$ cat config.mk
export PLATFORM = sky130hd
export DESIGN_NAME = skeleton_pass_sequencer
export DESIGN_NICKNAME = d
export VERILOG_FILES = /design/src/rtl/skel_pkg.sv /design/src/rtl/scan_addr_gen.sv /design/src/rtl/skeleton_pass_sequencer.sv
export SDC_FILE = /design/constraint.sdc
export NUM_CORES = 1
export LEC_CHECK = 0
export BUFFER_PORTS_ARGS = -buffer_cell sky130_fd_sc_hd__buf_2
export CAP_MARGIN = 15
export CORE_MARGIN = 2
export CORE_UTILIZATION = 51
export DETAILED_ROUTE_END_ITERATION = 12
export PLACE_DENSITY = 0.82
export SETUP_SLACK_MARGIN = 0.2
export SYNTH_ARGS = -nofsm -noshare
export SYNTH_HDL_FRONTEND = slang
export SYNTH_SLANG_ARGS = --single-unit
$ cat constraint.sdc
create_clock -name clk -period 5.8 [get_ports clk]
set_input_delay 1.16 -clock clk [delete_from_list [all_inputs] [get_ports clk]]
set_output_delay 1.16 -clock clk [all_outputs]
set_load 0.02 [all_outputs]
$ cat src/rtl/skel_pkg.sv
// Shared types and default geometry for the skeletonization pass sequencer.
package skel_pkg;
    localparam int N_DEFAULT           = 8;
    localparam int BIT_SIZE_DEFAULT    = 6;
    localparam int PIXEL_WIDTH_DEFAULT = 8;
    localparam int MAX_PASSES_DEFAULT  = 16;

    localparam int ADDR_W      = BIT_SIZE_DEFAULT + 1;
    localparam int IMG_PIXELS  = N_DEFAULT * N_DEFAULT;
    localparam int SLOT_CYCLES = 2;

    typedef enum logic [2:0] {
        IDLE,
        LOAD,
        GAP,
        READOUT,
        CHECK,
        FIN
    } seq_state_t;
endpackage

$ cat src/rtl/scan_addr_gen.sv
// Slot-phase counter plus pixel address counter; the address advances once per
// slot and saturates at the last pixel so a phase never wraps.
module scan_addr_gen
    import skel_pkg::*;
#(
    parameter int PIXELS = IMG_PIXELS,
    parameter int AW     = ADDR_W
) (
    input  logic          clk,
    input  logic          rst_n,
    input  logic          clear,
    input  logic          enable,
    output logic [AW-1:0] addr,
    output logic          slot_phase,
    output logic          last
);
    localparam int SLOT_W = (SLOT_CYCLES > 1) ? $clog2(SLOT_CYCLES) : 1;
    localparam logic [SLOT_W-1:0] SLOT_END = SLOT_W'(SLOT_CYCLES - 1);
    localparam logic [AW-1:0]     ADDR_END = AW'(PIXELS - 1);

    logic [SLOT_W-1:0] slot_q, slot_d;
    logic [AW-1:0]     addr_q, addr_d;

    always_comb begin
        slot_d = slot_q;
        addr_d = addr_q;
        if (clear) begin
            slot_d = '0;
            addr_d = '0;
        end else if (enable) begin
            if (slot_q == SLOT_END) begin
                slot_d = '0;
                if (addr_q != ADDR_END) begin
                    addr_d = addr_q + 1'b1;
                end
            end else begin
                slot_d = slot_q + 1'b1;
            end
        end
    end

    always_ff @(posedge clk or negedge rst_n) begin
        if (!rst_n) begin
            slot_q <= '0;
            addr_q <= '0;
        end else begin
            slot_q <= slot_d;
            addr_q <= addr_d;
        end
    end

    assign addr       = addr_q;
    assign slot_phase = (slot_q == SLOT_END);
    assign last       = (addr_q == ADDR_END);
endmodule

$ cat src/rtl/skeleton_pass_sequencer.sv
// Runs LOAD / GAP / READOUT passes of the kernel-unit array over the frame RAM
// until a pass changes nothing or the pass limit is hit.
module skeleton_pass_sequencer
    import skel_pkg::*;
#(
    parameter int  N           = N_DEFAULT,
    parameter int  BIT_SIZE    = BIT_SIZE_DEFAULT,
    parameter int  PIXEL_WIDTH = PIXEL_WIDTH_DEFAULT,
    parameter int  MAX_PASSES  = MAX_PASSES_DEFAULT,
    localparam int CNT_W       = $clog2(MAX_PASSES + 1)
) (
    input  logic                   clk,
    input  logic                   rst_n,
    input  logic                   start,
    output logic                   busy,
    output logic                   done,
    output logic [CNT_W-1:0]       pass_count,
    output logic [BIT_SIZE:0]      frame_addr,
    input  logic [PIXEL_WIDTH-1:0] frame_rdata,
    output logic                   frame_we,
    output logic [PIXEL_WIDTH-1:0] frame_wdata,
    output logic                   k_we,
    output logic [BIT_SIZE:0]      k_addr,
    output logic [PIXEL_WIDTH-1:0] k_data,
    input  logic [PIXEL_WIDTH-1:0] k_result
);
    localparam int AW     = BIT_SIZE + 1;
    localparam int PIXELS = N * N;

    seq_state_t       state_q, state_d;
    logic [CNT_W-1:0] pass_q, pass_d, pass_inc;
    logic             changed_q, changed_d;

    logic          scan_clear, scan_enable, slot_phase, last;
    logic [AW-1:0] scan_addr;

    scan_addr_gen #(
        .PIXELS (PIXELS),
        .AW     (AW)
    ) u_scan (
        .clk        (clk),
        .rst_n      (rst_n),
        .clear      (scan_clear),
        .enable     (scan_enable),
        .addr       (scan_addr),
        .slot_phase (slot_phase),
        .last       (last)
    );

    assign pass_inc = pass_q + 1'b1;

    always_comb begin
        state_d   = state_q;
        pass_d    = pass_q;
        changed_d = changed_q;
        case (state_q)
            IDLE: begin
                if (start) begin
                    state_d   = LOAD;
                    pass_d    = '0;
                    changed_d = 1'b0;
                end
            end
            LOAD:    if (slot_phase && last) state_d = GAP;
            GAP:     if (slot_phase) state_d = READOUT;
            READOUT: begin
                if (slot_phase && (k_result != frame_rdata)) changed_d = 1'b1;
                if (slot_phase && last) state_d = CHECK;
            end
            CHECK: begin
                pass_d = pass_inc;
                if (changed_q && (pass_inc < CNT_W'(MAX_PASSES))) begin
                    changed_d = 1'b0;
                    state_d   = LOAD;
                end else begin
                    state_d = FIN;
                end
            end
            FIN:     state_d = IDLE;
            default: state_d = IDLE;
        endcase
        // Restart the slot/address counter at every phase boundary.
        scan_enable = (state_q == LOAD) || (state_q == GAP) || (state_q == READOUT);
        scan_clear  = !scan_enable || (state_d != state_q);
    end

    always_ff @(posedge clk or negedge rst_n) begin
        if (!rst_n) begin
            state_q   <= IDLE;
            pass_q    <= '0;
            changed_q <= 1'b0;
        end else begin
            state_q   <= state_d;
            pass_q    <= pass_d;
            changed_q <= changed_d;
        end
    end

    // LOAD re-reads the next pixel in s1, so frame_rdata (and k_data) already
    // holds pixel a throughout both cycles of slot a; quiet states park on 0.
    always_comb begin
        busy        = (state_q != IDLE);
        done        = (state_q == FIN);
        frame_addr  = '0;
        frame_we    = 1'b0;
        frame_wdata = '0;
        k_we        = 1'b0;
        k_addr      = '0;
        k_data      = '0;
        case (state_q)
            LOAD: begin
                frame_addr = (slot_phase && !last) ? scan_addr + 1'b1 : scan_addr;
                k_we       = 1'b1;
                k_addr     = scan_addr;
                k_data     = frame_rdata;
            end
            READOUT: begin
                frame_addr = scan_addr;
                k_addr     = scan_addr;
                if (slot_phase) begin
                    frame_we    = 1'b1;
                    frame_wdata = k_result;
                end
            end
            default: ;
        endcase
    end

    assign pass_count = pass_q;
endmodule

* Yosys cells after proc, flatten, opt, wreduce, memory -nomap -nowiden
Cells that the tools add are included.
Widths: inputs -> output; s select.
** Operators by class
- Add/sub/neg operators :: 3
- Multiplexer cells :: 28
- Reduce and logical (&&, ||, !) cells :: 20
- Eq/ne operators :: 12
- Magnitude comparators :: 1
** Operator list (count)
- $mux 7 :: 6
- $mux 8 :: 3
- $mux 3 :: 5
- $pmux 3 s5 :: 1
- $pmux 7 s2 :: 1
- $pmux 5 s2 :: 1
- $mux 1 :: 9
- $ne 8x8->1 :: 1
- $reduce_bool 2->1 :: 4
- $add 7x1->7 const B :: 1
- $eq 7x6->1 const B :: 1
- $ne 7x6->1 const B :: 1
- $eq 3x2->1 const B :: 2
- $eq 3x3->1 const B :: 2
- $ne 2x2->1 const B :: 3
- $reduce_bool 3->1 :: 2
- $add 5x1->5 const B :: 1
- $lt 5x5->1 const B :: 1
- $mux 5 :: 1
- $logic_and 1x1->1 :: 4
- $reduce_and 4->1 :: 1
- $eq 3x1->1 const B :: 1
- $logic_not 3->1 :: 1
- $logic_or 1x1->1 :: 3
- 7 further kinds :: 8
** Word-level totals
- Word-level logic and storage cells :: 69
- Output and inout port bits :: 39
- Register bits after elaboration :: 17

* Longest topological paths before layout
Gate-level depths: netlist of the first run.
- Word-level depth :: 9
- Depth in mapped cells :: 6
- Mapped depth without buffers :: 5

* Cells and area by module
Synthesis of the first run repeated with hierarchy kept, for this count alone.
** Unflattened totals
- Cell total of the unflattened synthesis :: 156
- Area total of the unflattened synthesis :: 1345.0 um^2
** Modules (own cells, without submodules)
- skeleton_pass_sequencer :: times used 1, cells an instance 116, seq. area each 225.2 um^2, area each 924.6 um^2
- scan_addr_gen :: times used 1, cells an instance 40, seq. area each 200.2 um^2, area each 420.4 um^2

* Worst setup path after synthesis of the first run
Ideal clock, no wire load.
- Path kind :: reg2out
- Start point :: register u_scan.addr_q[0] (netlist: u_scan.addr[0])
- End point :: output port frame_addr[3]
- Path buffers :: 0
- Stages on the path, launching flop included :: 6
- Data arrival time :: 1.734 ns
- Path slack :: 2.906 ns
- Required time :: 4.640 ns
- Cells stage by stage :: dfrtp_1 > ha_1 > or2b_2 > o21ai_2 > or4_1 > a21oi_1
** Between the ends
- Word-level cells in the longest chain between the ends :: 5
- Elaborated cells on any way between the ends :: 6
- Those cells by class :: add/sub: 1; eq/ne: 1; mux: 2; reduce/logical: 2
** RTL lines
- start, declared :: line scan_addr_gen.sv:22 : logic [AW-1:0] addr_q, addr_d;
- start signal, assigned :: line scan_addr_gen.sv:48 : addr_q <= addr_d;
- branches (longest 3 deep; another with $add 7x1->7)
- $mux 7 (*) :: line skeleton_pass_sequencer.sv:112 : frame_addr = (slot_phase && !last) ? scan_addr + 1'b1 : scan_addr;
- $pmux 7 s2 (*) :: line skeleton_pass_sequencer.sv:110 : case (state_q)
- end, declared :: line skeleton_pass_sequencer.sv:18 : output logic [BIT_SIZE:0] frame_addr,
Every way passes the cells marked *.

* Worst setup path after layout of the first run
- Start point :: register u_scan.addr_q[0] (netlist: u_scan.addr[0])
- End point :: output port frame_addr[5]
Same word-level chain as after synthesis.

==> impl_metrics.ini, run 1 <==
[run_status]
outcome = complete, no violations

[yosys]
synth_top_flop_cell = dfrtp_1
async_reset_ff_frac = 1.00
synth_seq_cells = 17
synth.avg_cell_area_um2 = 8.74
ys_seq_area_frac = 0.316
syn_area_mm2 = 0.00135
synth.distinct_cells = 44
synth-edff-count = 0
synthesis.nets = 175
yosysWarnings = 0
synthCells = 154

[clock_tree]
clock_latency_ns = 0.29
cts.clk_slew.worst_paths_ns = 0.10
htree_levels = 1
cts_buffers = 3
hold_buffers = 0
cts_tree = yes
clock-sinks = 17
cts_setup_buffers = 0
cts-resized-gates = 0
clockBufferDepth = 2
cts_root_buf = clkbuf_4

[place]
gp_congestion = 0.819
port_buffers = 57
dp_hpwl_um = 2490

[timing]
setup_viol = 0
finalCritPeriodShare = 0.590
holdWs_ns = 0.543
fmax_mhz = 292
drv_slew = 0
grt_setup_unrepaired = no
finClkSkew_ns = 0.00149
tightest_slew_ns = 0.624
hold_viol = 0
period_minus_slack_ns = 3.42
slew_headroom = 0.580
finalSetupTns_ns = 0

[layout]
syn_to_final_growth_pct = 19.6
multiInputGateArea_um2 = 828
diodes = 0
drive_gt1_frac = 0.366
fin_nets = 227
final-seq-area_um2 = 425
num-fill-cells = 202

[floorplanning]
initial_utilization = 0.539
fp-row-count = 18
fp.dieW_um = 55.4
core_area_mm2 = 0.00250
io_pins = 58
die_area_mm2 = 0.00307
die_y_um = 55.4

[routing]
via_count = 1351
post_drt_wl_per_cell_um = 14.2
dr.pass1.iters = 4
ant_nets = 0
avgViaCountPerCell = 5.75
route.detailed.drc = 0
finalWirelength_um = 3350
first_iter_violations = 58

[worst_setup_path]
r2r-start = u_scan.addr[0]
critPathMaxFanout = 12
start_kind = flip-flop
r2r_cells = 5
r2r_slack_ns = 4.00
regToRegEndpoint = u_scan.addr[0]
cp-end-kind = primary output
path_class = flip-flop to primary output
cp.required_ns = 4.64
arrival_ns = 2.26

[grt]
antenna_found_initial = 0
grt_start_max_net_pins = 21
first_global_vias = 1294
grt_busiest_layer = met2
grt_overflow = 0
met3_usage = 0.0445
track_usage = 0.217
grtUsageMet2 = 0.389
grt_pass1_wl_um = 5550
grt.met1_usage = 0.262

[hold_path]
hold_start = changed_q
hold_path.class = flip-flop to flip-flop
hold_path_depth = 1
min_delay_worst_endpoint = changed_q

[power_and_ir_drop]
leakagePower_nw = 0.803
peakVddDrop_mv = 0.137
p_per_area_mw_per_mm2 = 129

[flow_run]
maxCapViolations = 0
-- state kept, by name, indices dropped and copies added, names as in the netlist --
| name | cells |
|---|---|
| state_q | 3 |
| pass_count | 5 |
| u_scan.addr | 7 |
| u_scan.slot_phase | 1 |
| changed_q | 1 |
-- routing by layer --
layer	vias to the layer above	part of all wire	wire length (um)
li1	645	-	-
met4	0	0.0075	25
met5	-	0	0
met3	4	0.095	318
met1	631	0.40	1330
met2	71	0.50	1670
-- cells by family after synthesis --
group | share of synthesized area
compound gates | 0.157
xor+xnor | 0.0781
fa+ha+maj | 0.0186
buf+inv | 0.0688
flops | 0.316
mux | 0.00836
simple gates | 0.353
-- synth_stat cells (all sizes together) (2+ instances only) --
master	instances	area (um^2)
and2	23	145
dfrtp	17	425
nor2	14	55.1
o21ai	11	58.8
xor2	11	96.3
nand2	10	40.0
buf	8	77.6
a21oi	7	35.0
nand3	7	35.0
nor3	4	35.0
and3	3	20.0
nor4	3	18.8
o31ai	3	22.5
or3	3	18.8
a21o	2	15.0
a22o	2	17.5
a32o	2	20.0
clkbuf	2	7.51
ha	2	25.0
inv	2	7.51
or4	2	15.0
-- through the flow --
stage	cell area, um^2	cells	setup slack, ns	power (mW)	util
after detailed placement	1580	231	2.73	0.145	0.634
after global routing	1610	235	2.23	0.215	0.644
final	1610	235	2.38	0.207	0.644
after global placement	1580	231	2.81	0.144	0.634
after floorplan	1350	154	2.91	0.131	-
after CTS	1610	235	2.39	0.208	0.644
-- placed cells by master (no fill, tap or decap), types with 2 or more instances in the layout --
| cell type | synthesis | final |
|---|---|---|
| dfrtp_1 | 17 | 17 |
| or4_1 | 2 | 2 |
| clkbuf_4 | 0 | 3 |
| nor4_1 | 3 | 3 |
| a22o_1 | 2 | 2 |
| xor2_1 | 11 | 11 |
| nand2_1 | 9 | 9 |
| ha_1 | 2 | 2 |
| a32o_1 | 2 | 2 |
| a21o_1 | 2 | 2 |
| or3_1 | 3 | 3 |
| nor3_2 | 3 | 3 |
| nor2_1 | 13 | 13 |
| buf_2 | 2 | 57 |
| and3_1 | 2 | 2 |
| nand3_1 | 7 | 7 |
| inv_1 | 2 | 2 |
| and2_1 | 22 | 22 |
| a21oi_1 | 7 | 7 |
| o21ai_0 | 10 | 10 |
| o31ai_1 | 3 | 3 |
-- cell type report --
class / count / area share
flip-flops and latches: 17 / 0.264
repair buffers: 57 / 0.177
inverters: 2 / 0.00466
well taps: 30 / 0.0233
multi-input cells: 125 / 0.514
clock buffers: 4 / 0.0163
-- critical path, stage by stage, from the launching register on --
cell,delay [ns]
dfrtp_1,0.44
ha_1,0.25
or2b_2,0.35
o21ai_2,0.38
nor3_1,0.11
mux2_2,0.29
buf_2,0.15
-- how the worst max path moves through the flow --
stage          slack [ns]      startpoint             to  cells past startpoint
6_report             2.38  u_scan.addr[0]  frame_addr[5]                      6
4_1_cts              2.39  u_scan.addr[0]  frame_addr[5]                      6
5_1_grt              2.23  u_scan.addr[0]  frame_addr[5]                      6
3_5_place_dp         2.73  u_scan.addr[0]  frame_addr[5]                      6
2_1_floorplan        2.91  u_scan.addr[0]  frame_addr[3]                      5
3_3_place_gp         2.81  u_scan.addr[0]  frame_addr[5]                      6
-- report_power, final --
part | switching, mW | internal [mW]
Combinational | 0.0134 | 0.0103
Sequential | 0 | 0.118
Clock | 0.0384 | 0.0267
No activity file was read; power rests on OpenSTA's default activity.
==> run 2, diff against run 1 <==
--- a/config.mk
+++ b/config.mk
@@ -8,9 +8,9 @@
 export BUFFER_PORTS_ARGS = -buffer_cell sky130_fd_sc_hd__buf_2
 export CAP_MARGIN = 15
 export CORE_MARGIN = 2
-export CORE_UTILIZATION = 51
+export CORE_UTILIZATION = 43
 export DETAILED_ROUTE_END_ITERATION = 12
-export PLACE_DENSITY = 0.82
+export PLACE_DENSITY = 0.73
 export SETUP_SLACK_MARGIN = 0.2
 export SYNTH_ARGS = -nofsm -noshare
 export SYNTH_HDL_FRONTEND = slang
==> constraint.sdc (replaced) <==
create_clock -name clk -period 3.1 [get_ports clk]
set_input_delay 0.62 -clock clk [delete_from_list [all_inputs] [get_ports clk]]
set_output_delay 0.62 -clock clk [all_outputs]
set_load 0.02 [all_outputs]
==> impl_metrics.ini, run 2 (synthesized netlist as in run 1, its figures left out) <==
[clock_tree]
cts_buffers = 3
clock_latency_ns = 0.30
htree_levels = 1
cts_root_buf = clkbuf_4
clock-sinks = 17
clockBufferDepth = 2
cts.clk_slew.worst_paths_ns = 0.11
hold_buffers = 0
cts_tree = yes

[power_and_ir_drop]
p_per_area_mw_per_mm2 = 234
p_clk_frac = 0.316
switching_share = 0.256
leakagePower_nw = 0.824
power_mw = 0.388
p_comb_frac = 0.112
p_sw_mw = 0.0992
seqPwrFrac = 0.571
peakVddDrop_mv = 0.156
internal-power_mw = 0.289

[routing]
route.detailed.drc = 0
finalWirelength_um = 3090
dr.pass1.iters = 4
via_count = 1290
post_drt_wl_per_cell_um = 12.8
avgViaCountPerCell = 5.33
ant_nets = 0
first_iter_violations = 28

[place]
pre_cts_slack_ns = 0.558
port_buffers = 57
dp_hpwl_um = 2270
gp_congestion = 0.804

[worst_setup_path]
path_class = flip-flop to primary output
cp-end-kind = primary output
start_kind = flip-flop
cp.required_ns = 2.48
r2r_cells = 5
critPathMaxFanout = 6
arrival_ns = 2.19

[grt]
grt_busiest_layer = met2
grt_overflow = 0
track_usage = 0.175
grtUsageMet2 = 0.303
first_global_vias = 1092
grt_start_max_net_pins = 21
antenna_found_initial = 0
grt_pass1_wl_um = 4750
met3_usage = 0.0173
grt.met1_usage = 0.215

[layout]
fin_nets = 231
largest_register_ffs = 7
syn_to_final_growth_pct = 23.0
layout_common_cells = buf_2 (57), and2_1 (22), dfrtp_1 (16), nor2_1 (13), xor2_1 (11)
diodes = 0
layout.cells.most_common = buf_2
postLayoutCoreUtil = 0.551
drive_gt1_frac = 0.388
num-fill-cells = 257

[floorplanning]
io_pins = 58
fp-row-count = 20
fp.dieW_um = 60.0
initial_utilization = 0.448
die_area_mm2 = 0.00359
core_area_mm2 = 0.00300
die_y_um = 60.0

[timing]
finalSetupTns_ns = 0
tightest_slew_ns = 0.665
finClkSkew_ns = 0.00914
worst_slack_ns = 0.288
finalCritPeriodShare = 0.907
period_minus_slack_ns = 2.81
fmax_mhz = 356
hold_viol = 0
drv_slew = 0
grt_setup_unrepaired = no
slew_headroom = 0.557
setup_viol = 0

[flow_run]
maxCapViolations = 0

[run_status]
outcome = complete, no violations

[hold_path]
hold_path.class = input port to asynchronous set/reset pin
-- run 2: cell type report --
class / count / area [um^2] / share of cell area
Clock buffer: 3 / 22.5 / 0.0136
Clock inverter: 1 / 5.00 / 0.00302
Inverter: 2 / 7.51 / 0.00454
Multi-Input combinational cell: 126 / 845 / 0.510
Sequential cell: 17 / 427 / 0.258
Tap cell: 33 / 41.3 / 0.0249
Timing Repair Buffer: 60 / 308 / 0.186
-- run 2: timing repair --
action / 4_1_cts / 5_1_grt
setup buffers: 0 / 2
endpoints found under the setup margin: 0 / 3
resized for setup: 0 / 2
-- run 2: critical path, stage by stage (launching register included) --
cell and delay, ns:
dfrtp_2 0.46, ha_1 0.26, or2b_2 0.25, o21ai_4 0.09, or4_1 0.49, a21oi_1 0.15
buf_2 0.18
-- run 2: power by group through the flow --
stage / registers (mW) / logic [mW] / clock network, mW
2_1_floorplan: 0.226 / 0.0188 / 0
3_3_place_gp: 0.226 / 0.0441 / 0
3_5_place_dp: 0.226 / 0.0441 / 0
4_1_cts: 0.222 / 0.0444 / 0.127
5_1_grt: 0.222 / 0.0492 / 0.137
6_report: 0.222 / 0.0436 / 0.123
-- run 2: worst paths after layout --
kind                                 from              to  slack, ns
setup / recovery           u_scan.addr[0]   frame_addr[3]       0.29
hold / removal                      rst_n  u_scan.addr[4]       0.22
setup reg to reg           u_scan.addr[0]  u_scan.addr[4]       1.35
hold reg to reg                 changed_q       changed_q       0.54
max in group asynchronous           rst_n  u_scan.addr[0]       2.59
min in group clk                changed_q       changed_q       0.54
-- run 2: metrics by stage --
step | area, um^2 | instances | hold WS [ns]
6_report | 1660 | 242 | 0.217
5_1_grt | 1660 | 242 | 0.244
4_1_cts | 1620 | 239 | 0.224
3_5_place_dp | 1600 | 235 | 0.515
3_3_place_gp | 1600 | 235 | 0.509
2_1_floorplan | 1350 | 154 | 0.324
-- run 2: routing by layer --
| metal | share of wire | vias to the layer above |
|---|---|---|
| li1 | - | 654 |
| met1 | 0.45 | 583 |
| met2 | 0.46 | 49 |
| met3 | 0.065 | 4 |
| met4 | 0.020 | 0 |
| met5 | 0 | - |
==> run 3, diff against run 2 <==
--- a/config.mk
+++ b/config.mk
@@ -5,12 +5,13 @@
 export SDC_FILE = /design/constraint.sdc
 export NUM_CORES = 1
 export LEC_CHECK = 0
+export ABC_AREA = 1
 export BUFFER_PORTS_ARGS = -buffer_cell sky130_fd_sc_hd__buf_2
 export CAP_MARGIN = 15
 export CORE_MARGIN = 2
-export CORE_UTILIZATION = 43
+export CORE_UTILIZATION = 42
 export DETAILED_ROUTE_END_ITERATION = 12
-export PLACE_DENSITY = 0.73
+export PLACE_DENSITY = 0.72
 export SETUP_SLACK_MARGIN = 0.2
 export SYNTH_ARGS = -nofsm -noshare
 export SYNTH_HDL_FRONTEND = slang
==> impl_metrics.ini, run 3 <==
[yosys]
synth_most_common_cell = nand2_1
ys_seq_area_frac = 0.328
synth_top_flop_cell = dfrtp_1
synth-edff-count = 0
synth.avg_cell_area_um2 = 6.42
synthesis.nets = 223
synth_top_area_frac = 0.328
yosys-top-cells-count = nand2_1 (55), nor2_1 (39), inv_1 (33)
synth.distinct_cells = 28
synth_area_leaders = dfrtp_1 (33%), nand2_1 (16%), nor2_1 (11%)
synth_seq_cells = 17
synthCells = 202
yosysWarnings = 0
syn_area_mm2 = 0.00130
yosysTopAreaCell = dfrtp_1
async_reset_ff_frac = 1.00

[clock_tree]
htree_levels = 1
clock-sinks = 17
cts_buffers = 3
cts.clk_slew.worst_paths_ns = 0.09
hold_buffers = 0
cts-resized-gates = 0
cts_root_buf = clkbuf_4
clockBufferDepth = 2
clock_latency_ns = 0.28
cts_setup_buffers = 0
cts_tree = yes

[grt]
antenna_found_initial = 0
grt_pass1_wl_um = 5000
grt_overflow = 0
first_global_vias = 1183
grt_start_max_net_pins = 18
track_usage = 0.181

[worst_setup_path]
critPathBufInv = 1
slowest_stage = dfrtp_1
critPathMaxFanout = 8
path_delay_family = simple AND/OR/NAND/NOR gates
r2r_cells = 8
r2r_slack_ns = 1.40
path_cells = ha_1 > nand2_1 > nor2_1 > nand2_2 > nand2_4 > xor2_1 > o21ai_0 > buf_2
path_class = flip-flop to primary output
regToRegEndpoint = u_scan.addr[3]
cp.required_ns = 2.48
cpPeakStageDelay_ns = 0.45
start_kind = flip-flop
r2r-start = u_scan.addr[0]
cp-end-kind = primary output
arrival_ns = 1.93

[place]
dp_hpwl_um = 2420
gp_congestion = 0.873
numPlacedInstances = 290
port_buffers = 57

[floorplanning]
fp-row-count = 20
core_area_mm2 = 0.00300
die_y_um = 59.6
die_area_mm2 = 0.00355
fp.dieW_um = 59.6
io_pins = 58
initial_utilization = 0.432

[routing]
first_iter_violations = 31
route.detailed.drc = 0
via_count = 1401
finalWirelength_um = 2990
post_drt_wl_per_cell_um = 10.2
dr.pass1.iters = 4
ant_nets = 0
avgViaCountPerCell = 4.77

[timing]
finalSetupTns_ns = 0
period_minus_slack_ns = 2.55
setup_viol = 0
drv_slew = 0
tightest_slew_ns = 0.377
finalCritPeriodShare = 0.823
hold_viol = 0
finClkSkew_ns = 0.00877
grt_setup_unrepaired = no
slew_headroom = 0.747
fmax_mhz = 392

[layout]
final_cells = 294
layout.cells.most_common = buf_2
postLayoutCoreUtil = 0.544
fin_nets = 283
drive_gt1_frac = 0.291
final-seq-area_um2 = 425
syn_to_final_growth_pct = 25.9
multiInputGateArea_um2 = 709
largest_register_ffs = 7
diodes = 0
layout_common_cells = buf_2 (57), nand2_1 (55), nor2_1 (39), inv_1 (33), dfrtp_1 (17)
num-fill-cells = 318

[flow_run]
maxCapViolations = 0

[hold_path]
hold_path.class = input port to asynchronous set/reset pin

[run_status]
outcome = complete, no violations

[power_and_ir_drop]
p_per_area_mw_per_mm2 = 233
peakVddDrop_mv = 0.311
leakagePower_nw = 1.01
## run 3: worst max path at each step
stage,endpoint,startpoint,depth (start not counted)
after floorplan,frame_addr[0],u_scan.addr[0],7
after global placement,frame_addr[2],u_scan.addr[0],9
after detailed placement,frame_addr[0],u_scan.addr[0],8
after CTS,frame_addr[0],u_scan.addr[0],8
after global routing,frame_addr[3],u_scan.addr[0],10
final,frame_addr[0],u_scan.addr[0],8
## run 3: cell type report
class,instances,share of cell area
clock buffers,4,0.0161
inverters,39,0.0896
multi-input cells,144,0.434
flip-flops and latches,17,0.260
well taps,33,0.0253
repair buffers,57,0.175
## run 3: stage by stage
step                      hold WS (ns)  total power, mW  instance area (um^2)  worst slack, ns
after detailed placement         0.482            0.273                  1610            0.858
after global routing             0.246            0.402                  1630            0.326
after CTS                        0.242            0.386                  1630            0.544
final                            0.232            0.381                  1630            0.550
after floorplan                  0.324            0.249                  1300            0.858
after global placement           0.478            0.273                  1610            0.928
## run 3: cell families (layout without fill, tap and decap cells)
family,count (synthesis),count (layout),synth area share
and+or+nand+nor,118,118,0.401
buffers and inverters,41,100,0.125
AOI/OAI and AO/OA,18,18,0.0858
DFF,17,17,0.328
xor gates and xnor gates,6,6,0.0405
adders and majority gates,2,2,0.0193
## run 3: where the power goes
group | total [mW] | internal (mW) | switching, mW
sequential | 0.222 | 0.222 | 0
clock | 0.113 | 0.0499 | 0.0629
combinational | 0.0470 | 0.0186 | 0.0284
total | 0.381 | 0.290 | 0.0913
## run 3: metal layers
| metal | GRT usage | wire length (um) | up-vias |
|---|---|---|---|
| li1 | - | - | 744 |
| met1 | 0.236 | 1420 | 629 |
| met2 | 0.312 | 1430 | 26 |
| met3 | 0.0437 | 121 | 2 |
| met4 | 0.0222 | 7 | 0 |
| met5 | 0 | 0 | - |
